### src/rtl/ad1_spi_slave.sv
// SPI responder emulating the 16-bit AD1 ADC: shifts a word out on sdo per cs frame.
// Words come from a one-entry valid/ready buffer; on underrun the last sent word is repeated.
module ad1_spi_slave #(
  parameter int          SYNC_STAGES          = 2,
  parameter int          BITS_PER_TRANSACTION = 16,
  parameter logic [15:0] IDLE_WORD            = 16'h0000
) (
  input  logic        clk_100M,
  input  logic        rst_n,
  input  logic        cs,
  input  logic        sclk,
  output logic        sdo,
  input  logic [15:0] tx_data,
  input  logic        tx_valid,
  output logic        tx_ready,
  output logic        busy,
  output logic        frame_done,
  output logic        frame_err,
  output logic        underrun
);

  typedef enum logic [1:0] {IDLE, SHIFT, DONE} state_t;

  logic [SYNC_STAGES-1:0] cs_sync;
  logic [SYNC_STAGES-1:0] sclk_sync;
  logic                   cs_q;
  logic                   sclk_q;
  logic                   cs_s;
  logic                   sclk_s;
  logic                   cs_fall;
  logic                   cs_rise;
  logic                   sclk_rise;
  logic                   tx_wr;

  state_t      state;
  logic [15:0] hold;
  logic [15:0] last_word;
  logic [15:0] shreg;
  logic [7:0]  bitcnt;

  // Both lines idle high, so the synchronizers reset high to avoid a false edge.
  always_ff @(posedge clk_100M or negedge rst_n) begin
    if (!rst_n) begin
      cs_sync   <= '1;
      sclk_sync <= '1;
      cs_q      <= 1'b1;
      sclk_q    <= 1'b1;
    end else begin
      cs_sync   <= {cs_sync[SYNC_STAGES-2:0], cs};
      sclk_sync <= {sclk_sync[SYNC_STAGES-2:0], sclk};
      cs_q      <= cs_s;
      sclk_q    <= sclk_s;
    end
  end

  assign cs_s      = cs_sync[SYNC_STAGES-1];
  assign sclk_s    = sclk_sync[SYNC_STAGES-1];
  assign cs_fall   = cs_q & ~cs_s;
  assign cs_rise   = ~cs_q & cs_s;
  assign sclk_rise = ~sclk_q & sclk_s;
  assign tx_wr     = tx_valid & tx_ready;

  always_ff @(posedge clk_100M or negedge rst_n) begin
    if (!rst_n) begin
      state      <= IDLE;
      sdo        <= 1'b0;
      tx_ready   <= 1'b1;
      busy       <= 1'b0;
      frame_done <= 1'b0;
      frame_err  <= 1'b0;
      underrun   <= 1'b0;
      hold       <= '0;
      last_word  <= IDLE_WORD;
      shreg      <= '0;
      bitcnt     <= '0;
    end else begin
      frame_done <= 1'b0;
      frame_err  <= 1'b0;
      underrun   <= 1'b0;
      // A write needs tx_ready=1 (buffer empty) and a consume needs it full, so they never collide.
      if (tx_wr) begin
        hold     <= tx_data;
        tx_ready <= 1'b0;
      end
      case (state)
        IDLE: begin
          sdo <= 1'b0;
          if (cs_fall) begin
            state  <= SHIFT;
            busy   <= 1'b1;
            bitcnt <= '0;
            if (!tx_ready) begin
              shreg     <= hold;
              last_word <= hold;
              sdo       <= hold[15];
              tx_ready  <= 1'b1;
            end else begin
              shreg    <= last_word;
              sdo      <= last_word[15];
              underrun <= 1'b1;
            end
          end
        end
        SHIFT: begin
          // Zero fill makes sdo drop to 0 after the last data bit without extra logic.
          if (sclk_rise) begin
            shreg <= {shreg[14:0], 1'b0};
            sdo   <= shreg[14];
            if (bitcnt != 8'hFF) bitcnt <= bitcnt + 8'd1;
          end
          if (cs_rise) state <= DONE;
        end
        DONE: begin
          frame_done <= (bitcnt == 8'(BITS_PER_TRANSACTION));
          frame_err  <= (bitcnt != 8'(BITS_PER_TRANSACTION));
          bitcnt     <= '0;
          busy       <= 1'b0;
          sdo        <= 1'b0;
          shreg      <= '0;
          state      <= IDLE;
        end
        default: state <= IDLE;
      endcase
    end
  end

endmodule

### config.mk
export PLATFORM = sky130hd
export DESIGN_NAME = ad1_spi_slave
export DESIGN_NICKNAME = d
export VERILOG_FILES = /design/src/rtl/ad1_spi_slave.sv
export SDC_FILE = /design/constraint.sdc
export NUM_CORES = 1
export LEC_CHECK = 0
export BUFFER_PORTS_ARGS = -buffer_cell sky130_fd_sc_hd__buf_4
export CAP_MARGIN = 10
export CORE_ASPECT_RATIO = 0.5
export CORE_MARGIN = 8
export CORE_UTILIZATION = 63
export CTS_CLUSTER_SIZE = 16
export DETAILED_ROUTE_END_ITERATION = 10
export PLACE_DENSITY_LB_ADDON = 0.3
export SYNTH_ARGS = -nofsm -noshare
export SYNTH_HDL_FRONTEND = slang
export SYNTH_SLANG_ARGS = --single-unit
### constraint.sdc
create_clock -name clk_100M -period 3.8 [get_ports clk_100M]
set_input_delay 0.19 -clock clk_100M [delete_from_list [all_inputs] [get_ports clk_100M]]
set_output_delay 0.19 -clock clk_100M [all_outputs]
set_load 0.05 [all_outputs]
==> run metrics, run 1 <==
Pre-antenna DRT Iters 4; VDD IR max 0.397 mV; layout cells sized above 1 between 20% and 30%; pin count of the biggest net entering global routing 70; CTS tree done; Overflow after GRT 0; clock sinks a little under 70; Netlist Area Pre-Place around 0.0031 sq mm; clk slew on worst S/H paths 0.07 ns; die width 115 microns; crit path DAT between 2 and 3 ns; Iter 0 DRT Violations between 100 and 150; Worst Clk Skew about 0.0055 ns; Netlist cell types 32; Hold Path Origin tx_data[11]; critical path's slowest cell a221o_1; DR DRC count 0; Hold Path Class input pin to flip-flop; storage element area around 0.0017 sq mm; Critical R2R Launch state[1]$_DFFE_PN0P_; reg-to-reg setup timing slack about 1.2 ns; Hold EP hold[11]$_DFFE_PN0P_; CTS buffer count 9; Root Buffer clkbuf_8; DR vias/cell ~5.5; port bufs 26; Post-Synthesis Cells 278; worst setup margin around 1.2 ns; most common cell after layout, fill and taps aside dfrtp_1; Top delay family on crit path compound AO/OA/AOI/OAI gates; Hold Violations, Final 0; Worst Path Buf+Inv 1; worst reg2reg path endpoint bitcnt[1]$_DFFE_PN0P_; CP Launch Type flip-flop; Power Density roughly 810 mW/mm^2; worst setup path startpoint state[1]$_DFFE_PN0P_; Lkg Pwr ~1.6 nW; routed wire length ~5.5 mm; placed insts about 360; worst rel slew slack 29.1%; first-pass GRT wire length 9.79 mm; total track usage ~17%; R2R cell count 5; post-synth net total 305; Post-DP HPWL 3.78 mm; #FFs+latches synth around 70; most frequent cells in the layout 62 x dfrtp_1, 33 x nand2_1, 29 x o21ai_0; area of the multi-input gates between 0.001 and 0.0015 sq mm; Die H roughly 65 microns; Avg WL per Cell 14.6 microns; htree depth 3; post-layout instance count excluding filler cells between 300 and 400; I/O pins 27; Clock Path Buffers 2; Crit. End Element flip-flop; CP max stage delay roughly 0.96 ns; Post-Place Setup Slack between 1 and 1.5 ns; outcome complete, no violations; Fin Hold WS between 0.08 and 0.09 ns; Post-Syn Area per Cell ~11 sq um; setup total negative slack 0 ns; Antenna Violating Nets Remaining 0; core area 0.00480 sq mm; unrepaired setup endpoints after global routing false; Worst-Margin Slew approximately 1.1 ns; total chip power roughly 2.8 mW; clk_lat worst skew between 0.3 and 0.4 ns; max cap viols 0; row count 18; diode count 0; RePlAce Congestion 0.806; WHS Path Cells 2; crit-path max FO 38; kind of critical path flip-flop to flip-flop; die area approximately 0.0075 sq mm; via count around 2,100; Starting Density between 60% and 70%; fin crit period 2.58 ns; final-report setup violation count 0; initial antenna violation count 0; crit share post-route 67.9%; CP Cell Sequence inv_1, ha_1, a221o_1, nor2_1, mux2i_1; vias in the first global route around 2,100; Area growth, synth to finish 13.9%; synth warn 0; data required time of the worst path roughly 4 ns; achievable clock frequency 0.387 GHz; Slew Limit Fails 0; Nets 330; Fillers 340; share of the yosys chip area belonging to registers between 50% and 60%
==> registers in the layout, indices dropped and copies added, names as in the netlist <==
name and count:
bitcnt 8, busy 1, cs_q 1, cs_sync 2
frame_done 1, frame_err 1, hold 16, last_word 16
sclk_q 1, sclk_sync 2, sdo 1, shreg 15
state 2, tx_ready 1, underrun 1
==> through the flow <==
stage	util (%)	cell area (sq um)
detailed placement	68.3	3280
CTS	72.7	3490
global route	72.7	3490
finish	72.7	3490
floorplan	-	3060
global placement	68.3	3280
==> layer usage <==
layer  GRT usage [%]  wire length [microns]  vias to the layer above
li1                -                      -                     1014
met1            20.7                   2530                     1015
met2            26.5                   2640                       47
met3            6.31                    287                        7
met4            6.40                     64                        0
met5               0                      0                        -
==> synthesized netlist by cell type <==
library cell / number / area [sq um]
dfrtp_1: 62 / 1550
nand2_1: 33 / 124
o21ai_0: 29 / 145
mux2_2: 24 / 270
nor2_1: 23 / 86.3
a21oi_1: 21 / 105
mux2i_1: 18 / 180
clkbuf_1: 12 / 45.0
nand3_1: 8 / 40.0
dfstp_2: 7 / 184
ha_1: 6 / 75.1
inv_1: 5 / 18.8
buf_2: 3 / 15.0
nand4b_1: 3 / 26.3
o211ai_1: 3 / 22.5
and2_1: 2 / 12.5
nand4_1: 2 / 12.5
nor2b_1: 2 / 12.5
or4b_1: 2 / 20.0
a21bo_2: 1 / 10.0
a21boi_0: 1 / 7.51
a221o_1: 1 / 10.0
a221oi_1: 1 / 8.76
buf_6: 1 / 11.3
nand2b_1: 1 / 6.26
nand2b_4: 1 / 13.8
nor3_1: 1 / 5.00
nor4b_1: 1 / 8.76
o22ai_1: 1 / 6.26
o31ai_1: 1 / 7.51
or2b_1: 1 / 7.51
or4b_2: 1 / 10.0
==> report_power, final <==
group          switching [mW]  internal, mW
combinational           0.619         0.460
sequential              0.209          1.02
clock                   0.258         0.269
==> worst max-delay path by stage <==
stage | endpoint | slack [ns] | cells past startpoint
after detailed placement | bitcnt[1]$_DFFE_PN0P_ | 1.26 | 5
final | bitcnt[1]$_DFFE_PN0P_ | 1.22 | 5
after global routing | bitcnt[1]$_DFFE_PN0P_ | 0.99 | 5
after global placement | bitcnt[1]$_DFFE_PN0P_ | 1.38 | 5
after floorplan | bitcnt[4]$_DFFE_PN0P_ | 1.93 | 7
after CTS | bitcnt[1]$_DFFE_PN0P_ | 1.27 | 5
==> worst reg2reg max path: stages (launching register included) <==
cell and delay [ns]:
dfrtp_1 0.42, inv_1 0.10, ha_1 0.56, a221o_1 0.96, nor2_1 0.24, mux2i_1 0.18
==> logic make-up (layout without fill, tap and decap cells) <==
group           after synthesis  after routing  share of synthesized area (%)
compound gates               59             59                           10.6
fa+ha+maj                     6              6                           2.45
mux                          42             42                           14.7
flops                        69             69                           56.7
simple gates                 81             81                           12.6
buf+inv                      21             51                           2.94
==> layout make-up <==
cell class / count / area share, %
Clock inverter: 4 / 0.646
Clock buffer: 12 / 4.45
Tap cell: 70 / 2.51
Sequential cell: 69 / 49.8
Multi-Input combinational cell: 188 / 35.4
Timing Repair Buffer: 30 / 6.68
Inverter: 5 / 0.538
==> what timing repair did <==
action,4_1_cts,5_1_grt
hold buffers,3,0
setup buffers,0,0
endpoints found under the hold margin,64,0
gates resized for setup,0,0
No activity file was read; power rests on OpenSTA's default activity.
==> run 2: changes to the inputs <==
CORE_UTILIZATION = 53   (was 63)
clock period = 2.2 ns   (was 3.8 ns; I/O delays follow)
==> run 2 against run 1 <==
Effect of this change: cell area grew 4.7%; non-clock buffer count up 6; hold slack worse by 0.064 ns; global-route usage decreased by 1.6 points; via count increased by 4.0%.
==> run metrics, run 2 (synthesis gave the netlist of run 1 again) <==
layout cells sized above 1 25.8% (+1.1 points); Power Density 1500 mW/mm^2 (+84%); DR DRC count 0 (unchanged); worst setup margin 0.246 ns (-0.972 ns); final-report setup violation count 0 (unchanged); Root Buffer clkbuf_16; first-pass GRT wire length 10.3 mm (+5.4%); post-cts sizing count 0 (unchanged); DR vias/cell 5.60 (+1.6%); core area 0.00552 sq mm (+15%); Worst-Margin Slew 0.842 ns (-0.221 ns); Area growth, synth to finish 19.3%; diode count 0 (unchanged); CP Cell Sequence inv_1, ha_1, buf_4, a221oi_1, nand4b_1, o211ai_1; Hold Violations, Final 0 (unchanged); design area 0.00365 sq mm (+4.7%); via count 2,167 (+4.0%); CP Launch Type flip-flop; total track usage 15.1% (-1.6 points); Worst Clk Skew 0.00421 ns (-0.00131 ns); max cap viols 0 (unchanged); DP Area 0.00333 sq mm (+1.5%); VDD IR max 0.701 mV (+76%); clk slew on worst S/H paths 0.05 ns (-0.02 ns); Crit. End Element flip-flop; post-layout instance count excluding filler cells 387 (+2.4%); Worst Path Buf+Inv 2 (+1); Fillers 406 (+19%); most frequent cells in the layout 62 x dfrtp_1, 33 x nand2_1, 33 x buf_4; Top delay family on crit path compound AO/OA/AOI/OAI gates; Fin Hold WS 0.0169 ns (-0.0639 ns); achievable clock frequency 0.512 GHz (+32%); setup total negative slack 0 ns (unchanged); critical path's slowest cell a221oi_1; data required time of the worst path 2.43 ns (-1.58 ns); CP max stage delay 0.57 ns (-0.39 ns); die area 0.00861 sq mm (+15%); Pre-antenna DRT Iters 4 (unchanged); outcome complete, no violations; RePlAce Congestion 0.833 (+3.4%); pin count of the biggest net entering global routing 70 (unchanged); crit path DAT 2.19 ns (-0.61 ns); Antenna Violating Nets Remaining 0 (unchanged); Overflow after GRT 0 (unchanged); crit-path max FO 15 (-61%); most common cell after layout, fill and taps aside dfrtp_1; I/O pins 27 (unchanged); Nets 336 (+1.8%); Hold Path Class input pin to flip-flop; Avg WL per Cell 15.4 microns (+5.3%); fin crit period 1.95 ns (-0.628 ns); largest registers hold (16), last_word (16), shreg (15); routed wire length 5.95 mm (+7.8%); worst rel slew slack 43.9% (+15 points); Post-DP HPWL 3.94 mm (+4.2%); die width 123 microns (+7.8%); total chip power 5.48 mW (+93%); Die H 69.7 microns (+6.8%); CTS buffer count 9 (unchanged); Slew Limit Fails 0 (unchanged); placed insts 368 (+2.5%); Post-Place Setup Slack 0.291 ns (-0.969 ns); Iter 0 DRT Violations 145 (+12%); initial antenna violation count 0 (unchanged); clk_lat worst skew 0.32 ns (about the same); Lkg Pwr 1.65 nW (+5.1%); htree depth 3 (unchanged); Clock Path Buffers 2 (unchanged); CTS tree done; Starting Density 55.5% (-8.3 points); Post-Route Utilization 66.2% (-6.5 points); kind of critical path flip-flop to flip-flop; unrepaired setup endpoints after global routing false; row count 19 (+1); crit share post-route 88.8% (+21 points); port bufs 26 (unchanged); vias in the first global route 2,269 (+6.5%); clock sinks 69 (unchanged)
-- run 2: cell count changes in the layout (fill, tap and decap cells not counted) --
cell       delta
buf_4         +6
bufinv_16     +1
clkinv_2      -1
clkbuf_8     -10
clkbuf_1      +1
clkbuf_16     +9
-- run 2: final timing paths --
check / startpoint / to / slack, ns / cells after the start
worst max register to register: state[1]$_DFFE_PN0P_ / bitcnt[2]$_DFFE_PN0P_ / 0.25 / 6
max in group asynchronous: rst_n / bitcnt[7]$_DFFE_PN0P_ / 1.21 / 2
min in group asynchronous: rst_n / hold[8]$_DFFE_PN0P_ / 0.44 / 2
worst min register to register: sclk_sync[0]$_DFF_PN1_ / sclk_sync[1]$_DFF_PN1_ / 0.35 / 0
worst min-delay path: tx_data[8] / hold[8]$_DFFE_PN0P_ / 0.02 / 2
worst max-delay path: state[1]$_DFFE_PN0P_ / bitcnt[2]$_DFFE_PN0P_ / 0.25 / 6
-- run 2: power by group --
| group | internal (mW) | total (mW) | switching (mW) |
|---|---|---|---|
| Clock | 0.903 | 1.39 | 0.486 |
| Sequential | 1.77 | 2.12 | 0.343 |
| Combinational | 0.855 | 1.98 | 1.12 |
| Total | 3.53 | 5.48 | 1.95 |
-- run 2: area by class of cell --
| cell class | count | area (sq um) | area share [%] |
|---|---|---|---|
| multi-input combinational | 188 | 1230 | 33.8 |
| tap | 73 | 91.3 | 2.50 |
| sequential | 69 | 1740 | 47.5 |
| timing repair buffer | 36 | 278 | 7.61 |
| clock inverter | 4 | 47.5 | 1.30 |
| clock buffer | 12 | 246 | 6.75 |
| inverter | 5 | 18.8 | 0.514 |
-- run 2: repair_timing --
action	4_1_cts	5_1_grt
setup buffers	0	0
endpoints found under the setup margin	0	0
hold buffers	3	0
hold endpoints to repair	64	0
-- run 2: per-layer routing --
layer	routed length (microns)	track usage, %
met1	2690	18.1
met2	2880	23.5
met3	303	5.93
met4	70	6.75
met5	0	0
==> run 3: changes to the inputs <==
ABC_AREA = 1   (was not set)
==> run 3 against run 2 <==
Effect of this change: synthesized area grew 2.8%; non-clock buffer count decreased by 4; die area grew 2.3%; cell count rose by 19%; via count is 10% higher; synthesized cell count is 26% higher; core utilization fell by 0.65 points; critical path type unchanged; largest cell class unchanged.
==> run metrics, run 3 <==
routed wire length 6.24 mm (+4.8%); Synth top area share 49.3% (-1.4 points); Iter 0 DRT Violations 215 (+48%); Area growth, synth to finish 16.9%; Top delay family on crit path simple AND/OR/NAND/NOR gates; Worst Path Buf+Inv 2 (unchanged); Worst-Margin Slew 0.844 ns (+0.00184 ns); Post-DP HPWL 4.19 mm (+6.3%); top-count cell post-synth nand2_1; fin crit period 1.60 ns (-0.353 ns); VDD IR max 0.823 mV (+17%); Nets 408 (+21%); I/O pins 27 (unchanged); share of the yosys chip area belonging to registers 55.2% (-1.6 points); first-pass GRT wire length 10.7 mm (+3.7%); DR DRC count 0 (unchanged); post-cts sizing count 0 (unchanged); core area 0.00561 sq mm (+1.7%); Starting Density 56.1% (+0.60 points); internal power 3.20 mW (-9.4%); most frequent cells in the layout 145 x nand2_1, 62 x dfrtp_1, 29 x buf_4; worst rel slew slack 43.7% (-0.12 points); combinational power share 35.3% (-0.8 points); Lkg Pwr 1.85 nW (+12%); largest registers hold (16), last_word (16), shreg (15); initial antenna violation count 0 (unchanged); RePlAce Congestion 0.787 (-5.5%); Synth Flop Type dfrtp_1; layout cells sized above 1 19.2% (-6.6 points); Netlist cell types 28 (-13%); CP max stage delay 0.40 ns (-0.17 ns); post-synth net total 378 (+24%); synth warn 0 (unchanged); Post-Syn Area per Cell 8.96 sq um (-19%); die area 0.00881 sq mm (+2.3%); Worst Clk Skew 0.00587 ns (+0.00165 ns); clk slew on worst S/H paths 0.06 ns (about the same); kind of critical path flip-flop to flip-flop; unrepaired setup endpoints after global routing false; setup total negative slack 0 ns (unchanged); #FFs+latches synth 69 (unchanged); FFs w/ async S/R, synth 100% (unchanged); Antenna Violating Nets Remaining 0 (unchanged); post-synth top area cell dfrtp_1; via count 2,391 (+10%); outcome complete, no violations; Power Density 1410 mW/mm^2 (-6.4%); max cap viols 0 (unchanged); htree depth 3 (unchanged); DR vias/cell 5.21 (-7.0%); final-report setup violation count 0 (unchanged); Root Buffer clkbuf_16; Overflow after GRT 0 (unchanged); most common cell after layout, fill and taps aside nand2_1; achievable clock frequency 0.625 GHz (+22%); CTS tree done; ranking of synthesized cells by area dfrtp_1 49%, nand2_1 17%, dfstp_2 5.8%; crit-path max FO 32 (+17); Clock Path Buffers 2 (unchanged); Hold Path Class input pin to flip-flop; die width 125 microns (+1.2%); Hold Violations, Final 0 (unchanged); crit share post-route 72.8% (-16 points); Crit. End Element flip-flop; Clock Power Share 25.4% (about the same); net switching power figure 1.97 mW (+0.87%); Avg WL per Cell 13.6 microns (-12%); port bufs 26 (unchanged); critical path's slowest cell dfrtp_1; Most common cell on crit path nand2_1; DP Area 0.00337 sq mm (+1.4%); Slew Limit Fails 0 (unchanged); Netlist Area Pre-Place 0.00315 sq mm (+2.8%); clk_lat worst skew 0.32 ns (about the same); Post-synth EDFFs 0 (unchanged); Pre-antenna DRT Iters 6 (+2); CP Launch Type flip-flop; sw frac 38.1% (+2.5 points); Post-Synthesis Cells 351 (+26%); crit path DAT 1.87 ns (-0.32 ns); Post-Place Setup Slack 0.597 ns (+0.306 ns); row count 19 (unchanged); design area 0.00368 sq mm (+0.72%); worst setup margin 0.599 ns (+0.353 ns); diode count 0 (unchanged); Die H 70.5 microns (+1.1%); Reg power frac 39.3% (+0.7 points); vias in the first global route 2,213 (-2.5%); data required time of the worst path 2.46 ns (+0.03 ns); most frequent cells after synthesis 145 x nand2_1, 62 x dfrtp_1, 22 x inv_1, 22 x o21ai_0, 15 x mux2_2; CTS buffer count 9 (unchanged); pin count of the biggest net entering global routing 70 (unchanged); clock sinks 69 (unchanged); CP Cell Sequence inv_1, ha_1, nand2_1, nand3_1, buf_4, nor2_1, nand2_1, nand2_1; total track usage 14.8% (-0.32 points)
==> run 3: changes by cell type after synthesis, sizes merged, moves of 10 or more <==
cell,delta
clkbuf,-10
a22oi,+14
nand2,+116
inv,+20
a21oi,-15
mux2i,-18
==> run 3: cells by family after synthesis <==
family	count (synthesis)	synth area share (%)
buffers and inverters	38	5.57
adders and majority gates	6	2.39
DFF	69	55.2
AOI/OAI and AO/OA	49	9.43
and+or+nand+nor	174	22.1
muxes	15	5.37
==> run 3: layout make-up <==
cell class / instances / area [sq um]
fillers: 425 / 1930
flip-flops and latches: 69 / 1740
multi-input cells: 244 / 1230
clock buffers: 14 / 264
repair buffers: 32 / 248
inverters: 25 / 93.8
well taps: 73 / 91.3
clock inverters: 2 / 10.0
==> run 3: per-stage QoR <==
step	utilization, %	power [mW]	cells	hold slack (ns)
final	65.5	5.17	459	0.0173
after global placement	60.1	3.76	440	0.220
after global routing	65.5	5.53	459	0.0143
after floorplan	-	3.42	351	-0.186
after detailed placement	60.1	3.85	440	0.220
after CTS	65.5	5.19	459	0.00576
==> run 3: power by group through the flow <==
stage	clock network (mW)	logic [mW]	registers [mW]
after floorplan	0	1.38	2.04
after global placement	0	1.74	2.02
after detailed placement	0	1.81	2.04
after CTS	1.34	1.82	2.02
after global routing	1.39	2.07	2.07
final	1.31	1.83	2.03
==> run 3: path summary, 6_finish.rpt <==
check                                             end  slack [ns]  depth (start not counted)                  from
worst max-delay path            bitcnt[7]$_DFFE_PN0P_        0.60                          8  state[0]$_DFFE_PN0P_
worst min-delay path              hold[7]$_DFFE_PN0P_        0.02                          2            tx_data[7]
worst max register to register  bitcnt[7]$_DFFE_PN0P_        0.60                          8  state[0]$_DFFE_PN0P_
worst min register to register   cs_sync[1]$_DFF_PN1_        0.36                          0  cs_sync[0]$_DFF_PN1_
max in group asynchronous        hold[10]$_DFFE_PN0P_        1.22                          2                 rst_n
min in group asynchronous        hold[11]$_DFFE_PN0P_        0.43                          2                 rst_n
==> run 3: repair_timing <==
| item | CTS | global route |
|---|---|---|
| hold buffers | 3 | 0 |
| setup buffers | 0 | 0 |
| endpoints found under the hold margin | 64 | 0 |
| setup endpoints to repair | 0 | 0 |
==> run 3: metal layers <==
metal	part of all wire (%)	up-vias	GRT usage [%]
met2	42	90	20.6
li1	-	1182	-
met4	1.0	0	5.35
met5	0	-	0
met3	6.2	4	3.86
met1	51	1115	21.3
